[src/rtl/voice_mixer.sv]
// voice_mixer: scans the oscillator bank one voice per cycle, sums the enabled
// voices, scales by 2^-(FRAC+MIX_SHIFT) with floor rounding, saturates to WIDTH
// bits and presents the result with a one-cycle valid strobe.
// Optional feature macro: VOICE_MIXER_DC_BLOCK_EN inserts a one-pole DC blocker
// stage (extra DCB state, one more cycle of latency).

`ifndef FIXED_POINT
`define FIXED_POINT 8
`endif
`ifndef N_OSCILLATORS
`define N_OSCILLATORS 4
`endif

module voice_mixer #(
    parameter int WIDTH     = 24,
    parameter int FRAC      = `FIXED_POINT,
    parameter int N_VOICES  = `N_OSCILLATORS,
    parameter int MIX_SHIFT = 2
) (
    input  logic                                 clk,
    input  logic                                 rst,
    input  logic                                 sample_tick,
    output logic [$clog2(N_VOICES+1)-1:0]        index,
    input  logic signed [WIDTH+FRAC-1:0]         osc_out,
    input  logic                                 osc_enabled,
    output logic signed [WIDTH-1:0]              sample_out,
    output logic                                 sample_valid,
    output logic [$clog2(N_VOICES+1)-1:0]        active_voices,
    output logic                                 busy,
    output logic                                 overrun
);

    localparam int IW    = $clog2(N_VOICES+1);
    localparam int ACC_W = WIDTH + FRAC + $clog2(N_VOICES) + 1;

    // Clamp limits expressed at accumulator width so the compare is exact.
    localparam logic signed [ACC_W-1:0] SAT_MAX = {{(ACC_W-WIDTH+1){1'b0}}, {(WIDTH-1){1'b1}}};
    localparam logic signed [ACC_W-1:0] SAT_MIN = {{(ACC_W-WIDTH+1){1'b1}}, {(WIDTH-1){1'b0}}};
    localparam logic signed [WIDTH-1:0] OUT_MAX = {1'b0, {(WIDTH-1){1'b1}}};
    localparam logic signed [WIDTH-1:0] OUT_MIN = {1'b1, {(WIDTH-1){1'b0}}};

    typedef enum logic [2:0] {
        IDLE,
        SCAN,
        SCALE,
`ifdef VOICE_MIXER_DC_BLOCK_EN
        DCB,
`endif
        OUT
    } state_t;

    state_t                  state;
    state_t                  state_next;
    logic signed [ACC_W-1:0] acc;
    logic [IW-1:0]           voice_cnt;
    logic signed [ACC_W-1:0] osc_ext;
    logic signed [ACC_W-1:0] scaled;
    logic signed [WIDTH-1:0] sat_val;
    logic                    last_voice;

`ifdef VOICE_MIXER_DC_BLOCK_EN
    logic signed [WIDTH-1:0] x_cur;
    logic signed [WIDTH-1:0] x_prev;
    logic signed [WIDTH-1:0] y_prev;
    logic signed [WIDTH+1:0] dcb_sum;
    logic signed [WIDTH-1:0] dcb_sat;

    // One-pole high-pass: y = x - x_prev + y_prev - y_prev/1024, clamped to WIDTH.
    always_comb begin
        dcb_sum = {{2{x_cur[WIDTH-1]}}, x_cur} - {{2{x_prev[WIDTH-1]}}, x_prev}
                + {{2{y_prev[WIDTH-1]}}, y_prev}
                - ({{2{y_prev[WIDTH-1]}}, y_prev} >>> 10);
        dcb_sat = dcb_sum[WIDTH-1:0];
        if (dcb_sum > {{2{OUT_MAX[WIDTH-1]}}, OUT_MAX}) begin
            dcb_sat = OUT_MAX;
        end else if (dcb_sum < {{2{OUT_MIN[WIDTH-1]}}, OUT_MIN}) begin
            dcb_sat = OUT_MIN;
        end
    end
`endif

    // Sign-extend the voice sample, floor-scale the sum and clamp it to WIDTH bits.
    always_comb begin
        osc_ext    = {{(ACC_W-WIDTH-FRAC){osc_out[WIDTH+FRAC-1]}}, osc_out};
        last_voice = (index == IW'(N_VOICES-1));
        scaled     = acc >>> (FRAC + MIX_SHIFT);
        sat_val    = scaled[WIDTH-1:0];
        if (scaled > SAT_MAX) begin
            sat_val = OUT_MAX;
        end else if (scaled < SAT_MIN) begin
            sat_val = OUT_MIN;
        end
    end

    // State register.
    always_ff @(posedge clk) begin
        if (rst) begin
            state <= IDLE;
        end else begin
            state <= state_next;
        end
    end

    // Next-state logic: one frame is IDLE -> SCAN (N cycles) -> SCALE [-> DCB] -> OUT.
    always_comb begin
        state_next = state;
        case (state)
            IDLE:  if (sample_tick) state_next = SCAN;
            SCAN:  if (last_voice) state_next = SCALE;
`ifdef VOICE_MIXER_DC_BLOCK_EN
            SCALE: state_next = DCB;
            DCB:   state_next = OUT;
`else
            SCALE: state_next = OUT;
`endif
            OUT:   state_next = IDLE;
            default: state_next = IDLE;
        endcase
    end

    // Datapath: voice scan, accumulation, result/strobe registers and the sticky overrun flag.
    always_ff @(posedge clk) begin
        if (rst) begin
            index         <= IW'(N_VOICES);
            acc           <= '0;
            voice_cnt     <= '0;
            sample_out    <= '0;
            sample_valid  <= 1'b0;
            active_voices <= '0;
            busy          <= 1'b0;
            overrun       <= 1'b0;
`ifdef VOICE_MIXER_DC_BLOCK_EN
            x_cur         <= '0;
            x_prev        <= '0;
            y_prev        <= '0;
`endif
        end else begin
            sample_valid <= 1'b0;
            if (sample_tick && (state != IDLE)) begin
                overrun <= 1'b1;
            end
            case (state)
                IDLE: begin
                    if (sample_tick) begin
                        acc       <= '0;
                        voice_cnt <= '0;
                        index     <= '0;
                        busy      <= 1'b1;
                    end
                end
                SCAN: begin
                    if (osc_enabled) begin
                        acc       <= acc + osc_ext;
                        voice_cnt <= voice_cnt + IW'(1);
                    end
                    if (last_voice) begin
                        index <= IW'(N_VOICES);
                    end else begin
                        index <= index + IW'(1);
                    end
                end
                SCALE: begin
`ifdef VOICE_MIXER_DC_BLOCK_EN
                    x_cur <= sat_val;
`else
                    sample_out    <= sat_val;
                    sample_valid  <= 1'b1;
                    active_voices <= voice_cnt;
`endif
                end
`ifdef VOICE_MIXER_DC_BLOCK_EN
                DCB: begin
                    sample_out    <= dcb_sat;
                    sample_valid  <= 1'b1;
                    active_voices <= voice_cnt;
                    x_prev        <= x_cur;
                    y_prev        <= dcb_sat;
                end
`endif
                OUT: begin
                    busy <= 1'b0;
                end
                default: begin
                end
            endcase
        end
    end

endmodule

[config.mk]
export PLATFORM = sky130hd
export DESIGN_NAME = voice_mixer
export DESIGN_NICKNAME = d
export VERILOG_FILES = /design/src/rtl/voice_mixer.sv
export SDC_FILE = /design/constraint.sdc
export NUM_CORES = 1
export LEC_CHECK = 0
export CELL_PAD_IN_SITES_DETAIL_PLACEMENT = 1
export CELL_PAD_IN_SITES_GLOBAL_PLACEMENT = 2
export CORE_AREA = 2 2 95 165
export DETAILED_ROUTE_END_ITERATION = 6
export DIE_AREA = 0 0 97 167
export PLACE_DENSITY = 0.79
export SLEW_MARGIN = 20
export SYNTH_ARGS = -nofsm -noshare
export SYNTH_HDL_FRONTEND = slang
export SYNTH_SLANG_ARGS = --single-unit
[constraint.sdc]
create_clock -name clk -period 4.3 [get_ports clk]
set_input_delay 1.29 -clock clk [delete_from_list [all_inputs] [get_ports clk]]
set_output_delay 1.29 -clock clk [all_outputs]
set_load 0.02 [all_outputs]
==> impl_metrics.csv, run 1 <==
group,metric,value,unit
run_status,status,"finished, final reports clean",
drt,remaining_drc_errors,0,
min_path,hold_class,"reg -> reg",
logic_synthesis,synth_top_area_frac,0.313,
drt,drtAntennaViolNets,0,
global_routing,grt_max_degree,53,
power,clock_power_share,0.282,
power,power.combinational.fraction,0.416,
layout,antenna-diode-count,0,
floorplanning,die-width,97,um
worst_setup_path,endpoint_kind,"register",
global_routing,grt_pass1_vias,4778,
power,power.leakage,2.24,nW
floorplanning,start_util,0.315,
place,gp_congestion,0.865,
clock_network,cts_htree_levels,3,
worst_setup_path,critical_path.slowest_cell,"sky130_fd_sc_hd__fa_1",
global_routing,grt_util_all_layers,0.174,
floorplanning,floorplan_row_count,59,
logic_synthesis,synthMostInstantiatedCell,"sky130_fd_sc_hd__nor2_1",
sta,period_minus_slack,3880,ps
clock_network,path_clk_slew,60,ps
drt,num_vias,4474,
sta,rsz0062_at_grt,"no",
clock_network,clock_tree_from_tritoncts,"done",
power,worst_ir_drop_vdd,197,uV
layout,nNetsFinal,713,
power,power.switching,0.00119,W
logic_synthesis,synthesis.area,4670,um2
worst_setup_path,crit_path_start_kind,"input pin",
logic_synthesis,synthTopCellsByCount,"77 x sky130_fd_sc_hd__nor2_1, 73 x sky130_fd_sc_hd__dfxtp_1, 63 x sky130_fd_sc_hd__nand2_1",
worst_setup_path,worstPathBufferInverterCount,1,
sta,clock-skew-final,11.4,ps
clock_network,setup_buffers_after_cts,0,
power,sw_frac_of_total,0.382,
clock_network,cts_hold_buf,0,
floorplanning,core-area,14800,um2
sta,tightest_slew,939,ps
worst_setup_path,critical_path_cell_by_cell,"clkdlybuf4s50_1 > ha_1 > fa_1 > a211oi_1 > o211a_1 > o21ba_2 > o211ai_2 > a31oi_2 > mux2i_1 > nor4_1 > a31oi_1",
drt,dr.first_iter.drc_count,125,
layout,synthToLayoutAreaGrowth,25.6,%
floorplanning,design.portCount,69,
worst_setup_path,cp_delay_by_family_top,"compound AO/OA/AOI/OAI gates",
clock_network,post_cts_resize_count,0,
layout,fillers,1780,
clock_network,cts_root_buf,"sky130_fd_sc_hd__clkbuf_16",
drt,detail_route.wirelength,13900,um
sta,max_clock_freq,0.257,GHz
place,io_buffer_count,68,
power,cellInternalPower,0.00192,W
drt,first_pass_iters,4,
logic_synthesis,synth_enable_flop_cells,0,
worst_setup_path,cp_max_fo,4,
sta,report.final.slew_viol_count,0,
run,maxCapViolCount,0,
logic_synthesis,async_flop_share,0,
sta,hold_viol,0,
worst_setup_path,worst-endpoint-arrival,4110,ps
logic_synthesis,synth.avg_cell_area,8.05,um2
logic_synthesis,synthesis.nets,659,
logic_synthesis,yosys_most_used_dff,"sky130_fd_sc_hd__dfxtp_1",
worst_setup_path,timing.reg2reg.setup_slack,1480,ps
power,power_density,531,nW/um2
sta,finalSetupViolCount,0,
logic_synthesis,synthCells,580,
global_routing,antenna_found_initial,0,
power,power.share.sequential,0.302,
place,dp_hpwl,10400,um
sta,worst_slew_margin_rel,0.373,
clock_network,clock_sinks,73,
drt,wl_per_cell,16.9,um
worst_setup_path,timing.critical_path.slowest_cell_delay,430,ps
clock_network,worstSkewPairLatency,340,ps
drt,vias_per_cell,5.44,
clock_network,cts.path.max_buffers,2,
floorplanning,fp.dieH,167,um
global_routing,grt_first_pass_wirelength,23100,um
logic_synthesis,post-synth-top-area-cell,"sky130_fd_sc_hd__dfxtp_1",
sta,fin_worst_hold_slack,476,ps
worst_setup_path,timing.setup.critical_path_class,"in -> reg",
logic_synthesis,ys_top_cells_by_area,"sky130_fd_sc_hd__dfxtp_1 31%, sky130_fd_sc_hd__ha_1 11%, sky130_fd_sc_hd__nor2_1 6.2%",
global_routing,total_congestion_overflow_after_global_routing,0,
worst_setup_path,timing.critical_path.required,4520,ps
logic_synthesis,synth_cell_type_count,55,
logic_synthesis,synth-seq-cells,73,
logic_synthesis,yosys_warnings,0,
logic_synthesis,synth-seq-area-share,0.313,
layout,post_route_cells_drive_above_1_share,0.0595,
clock_network,tritoncts.num_buffers,9,
sta,min_period_over_period,0.903,
sta,setup_total_negative_slack,0,ps
floorplanning,die_ar,16200,um2
==> power groups by stage <==
| stage | sequential [W] | combinational [W] | clock (W) |
|---|---|---|---|
| after floorplan | 0.00103 | 0.000737 | 0 |
| after global placement | 0.000949 | 0.00127 | 0 |
| after detailed placement | 0.000956 | 0.00130 | 0 |
| after CTS | 0.000942 | 0.00131 | 0.000898 |
| after global routing | 0.000963 | 0.00143 | 0.000930 |
| final | 0.000940 | 0.00129 | 0.000878 |
==> routing by layer <==
metal / vias up / GRT usage / wire length, um
li1: 2228 / - / -
met5: - / 0 / 0
met3: 13 / 0.0327 / 353
met2: 63 / 0.347 / 7610
met1: 2170 / 0.181 / 5750
met4: 0 / 0.0478 / 194
==> final timing paths <==
check             startpoint       to  depth (start not counted)
setup reg to reg      acc[0]  acc[34]                         10
hold / removal       overrun  overrun                          2
hold reg to reg      overrun  overrun                          2
setup / recovery  osc_out[0]  acc[34]                         11
==> cells in the final DEF, fill, tap and decap left out, drive strengths merged, types with 4 or more instances in the layout <==
master         count
a22o               4
xnor2             14
nand2             63
inv               15
nor3               8
nand4              5
a21o              12
a311oi            23
clkdlybuf4s50     67
a31oi              7
ha                42
a22oi             17
o21ai             57
a21oi             35
clkbuf            11
nor2              77
nand2b             4
nor2b              5
or3                4
buf               10
o21a               4
xor2              13
mux2i             11
o211ai             8
dfxtp             73
nand3              8
a211oi             4
nor4               4
==> cells by family (layout without fill, tap and decap cells) <==
family	after synthesis	count (layout)	synth area share
AO/OA/AOI/OAI	192	192	0.286
AND/OR/NAND/NOR	185	185	0.170
flip-flops	73	73	0.313
buffers and inverters	49	108	0.0394
adder cells (fa/ha/maj)	43	43	0.117
XOR/XNOR	27	27	0.0506
multiplexers	11	11	0.0236
==> worst reg2reg max path, delay by kind of cell, from the launching register on <==
kind | cells | cell delay, ps
mux | 1 | 120
fa+ha+maj | 2 | 660
compound gates | 6 | 1340
simple gates | 1 | 260
flops | 1 | 310
==> layout make-up <==
type	count	area, um2	share of cell area
Inverter	15	56.3	0.00960
Clock buffer	11	233	0.0397
Timing Repair Buffer	77	743	0.127
Clock inverter	5	104	0.0177
Multi-Input combinational cell	458	3040	0.518
Tap cell	183	229	0.0390
Sequential cell	73	1460	0.249
==> stage by stage <==
step	power, W	cells	instance area, um2	utilization	setup slack (ps)
detailed placement	0.00226	806	5520	0.372	54.8
global route	0.00332	822	5860	0.395	174
global placement	0.00222	806	5520	0.372	142
finish	0.00311	822	5860	0.395	415
CTS	0.00315	822	5850	0.395	403
floorplan	0.00177	580	4670	-	808
==> state kept, by name (all words and copies together) (netlist names) <==
signal	count
acc	35
active_voices	3
busy	1
index	3
overrun	1
sample_out	24
sample_valid	1
state	2
voice_cnt	3
No activity file was read; power rests on OpenSTA's default activity.
==> inputs of run 2 (changes only) <==
SLEW_MARGIN = 40   (was 20)
==> impl_metrics.csv, run 2 (same netlist as run 1, synthesis figures left out) <==
group,metric,value,unit
floorplanning,fp.dieH,167,um
min_path,min_path_cells,2,
worst_setup_path,endpoint_kind,"register",
global_routing,grt_max_degree,53,
layout,multiInputGateArea,3040,um2
layout,most-common-layout-cells,"77 x sky130_fd_sc_hd__nor2_1, 72 x sky130_fd_sc_hd__dfxtp_1, 67 x sky130_fd_sc_hd__clkdlybuf4s50_1",
layout,largest_register_ffs,35,
worst_setup_path,critical_path_depth,11,
drt,wl_per_cell,16.8,um
worst_setup_path,critical_path_cell_by_cell,"clkdlybuf4s50_1 > ha_1 > fa_1 > a211oi_1 > o211a_1 > o21ba_2 > o211ai_2 > a31oi_2 > mux2i_1 > nor4_1 > a31oi_1",
power,power_density,519,nW/um2
worst_setup_path,critical_path.slowest_cell,"sky130_fd_sc_hd__fa_1",
clock_network,cts_htree_levels,3,
floorplanning,die-width,97,um
sta,setup_ws,411,ps
sta,fin_worst_hold_slack,487,ps
drt,detail_route.wirelength,13800,um
place,gp_congestion,0.865,
power,power.share.sequential,0.311,
sta,finalSetupViolCount,0,
worst_setup_path,crit_path_start_kind,"input pin",
place,place_worst_setup_slack,53.7,ps
layout,post_layout_nonfiller_instances,822,
worst_setup_path,cp_delay_by_family_top,"compound AO/OA/AOI/OAI gates",
worst_setup_path,timing.setup.critical_path_class,"in -> reg",
drt,first_pass_iters,4,
min_path,hold_class,"reg -> reg",
power,totalPowerFinal,0.00303,W
layout,layout_top_registers,"acc x35, sample_out x24",
worst_setup_path,r2r-start,"acc[0]",
worst_setup_path,timing.critical_path.slowest_cell_delay,440,ps
floorplanning,floorplan_row_count,59,
power,cellInternalPower,0.00184,W
floorplanning,die_ar,16200,um2
global_routing,grt_util_all_layers,0.170,
min_path,min-delay-start,"overrun",
global_routing,grt_first_pass_wirelength,22800,um
worst_setup_path,worst-endpoint-arrival,4110,ps
sta,report.final.slew_viol_count,0,
place,dp_hpwl,10300,um
worst_setup_path,worstPathBufferInverterCount,1,
global_routing,total_congestion_overflow_after_global_routing,0,
worst_setup_path,crit_path_start,"osc_out[0]",
clock_network,cts_hold_buf,0,
clock_network,cts.path.max_buffers,2,
clock_network,clock_sinks,73,
drt,remaining_drc_errors,0,
worst_setup_path,cp_max_fo,4,
layout,post_route_cells_drive_above_1_share,0.0642,
layout,antenna-diode-count,0,
clock_network,setup_buffers_after_cts,0,
place,place.detailed.instances,806,
clock_network,worstSkewPairLatency,340,ps
clock_network,path_clk_slew,60,ps
sta,max_clock_freq,0.257,GHz
run_status,status,"finished, final reports clean",
sta,worst_slew_margin_rel,0.597,
clock_network,tritoncts.num_buffers,9,
power,sw_frac_of_total,0.393,
power,power.combinational.fraction,0.423,
layout,synthToLayoutAreaGrowth,25.1,%
global_routing,grt_pass1_vias,4767,
clock_network,cts_root_buf,"sky130_fd_sc_hd__clkbuf_16",
power,power.switching,0.00119,W
sta,min_period_over_period,0.904,
place,io_buffer_count,68,
worst_setup_path,reg2reg_depth,10,
layout,fillers,1773,
floorplanning,design.portCount,69,
floorplanning,start_util,0.315,
worst_setup_path,timing.critical_path.required,4520,ps
floorplanning,core-area,14800,um2
drt,vias_per_cell,5.50,
drt,drtAntennaViolNets,0,
clock_network,post_cts_resize_count,0,
sta,setup_total_negative_slack,0,ps
sta,hold_viol,0,
run,maxCapViolCount,0,
sta,tightest_slew,605,ps
sta,period_minus_slack,3890,ps
layout,final_common_cell,"sky130_fd_sc_hd__nor2_1",
sta,rsz0062_at_grt,"no",
layout,nNetsFinal,713,
sta,clock-skew-final,10.6,ps
clock_network,clock_tree_from_tritoncts,"done",
power,worst_ir_drop_vdd,214,uV
global_routing,antenna_found_initial,0,
layout,most_flop_heavy_register,"acc",
drt,dr.first_iter.drc_count,166,
drt,num_vias,4519,
power,power.leakage,2.23,nW
power,clock_power_share,0.266,
layout,register_area,1460,um2
## run 2: path summary, 6_finish.rpt
path              to  slack, ps
min          overrun        490
max reg2reg  acc[34]       1480
max          acc[34]        410
min reg2reg  overrun        490
## run 2: tightest hold or removal path, cell delays in order (launching register included)
cell and delay [ps]:
sky130_fd_sc_hd__dfxtp_1 340, sky130_fd_sc_hd__a21oi_1 50, sky130_fd_sc_hd__nor2_1 70
## run 2: metrics by stage
step	util	area (um2)
6_report	0.394	5840
5_1_grt	0.394	5840
4_1_cts	0.394	5840
3_5_place_dp	0.373	5530
3_3_place_gp	0.372	5520
2_1_floorplan	-	4670
## run 2: routing by layer
metal,wire (um),vias to the layer above,part of all wire,track usage
met5,0,-,0,0
met4,349,0,0.025,0.0655
met3,345,21,0.025,0.0243
met2,7360,83,0.53,0.331
met1,5770,2190,0.42,0.179
li1,-,2225,-,-
## run 2: layout make-up
type / count / share of cell area
inverter: 15 / 0.00963
sequential: 73 / 0.250
clock buffer: 11 / 0.0432
clock inverter: 5 / 0.0107
tap: 183 / 0.0392
multi-input combinational: 458 / 0.520
timing repair buffer: 77 / 0.127
## run 2: power groups by stage
stage	clock [W]	combinational (W)	sequential, W
after floorplan	0	0.000737	0.00103
after global placement	0	0.00127	0.000949
after detailed placement	0	0.00130	0.000959
after CTS	0.000825	0.00130	0.000946
after global routing	0.000851	0.00141	0.000964
final	0.000806	0.00128	0.000942
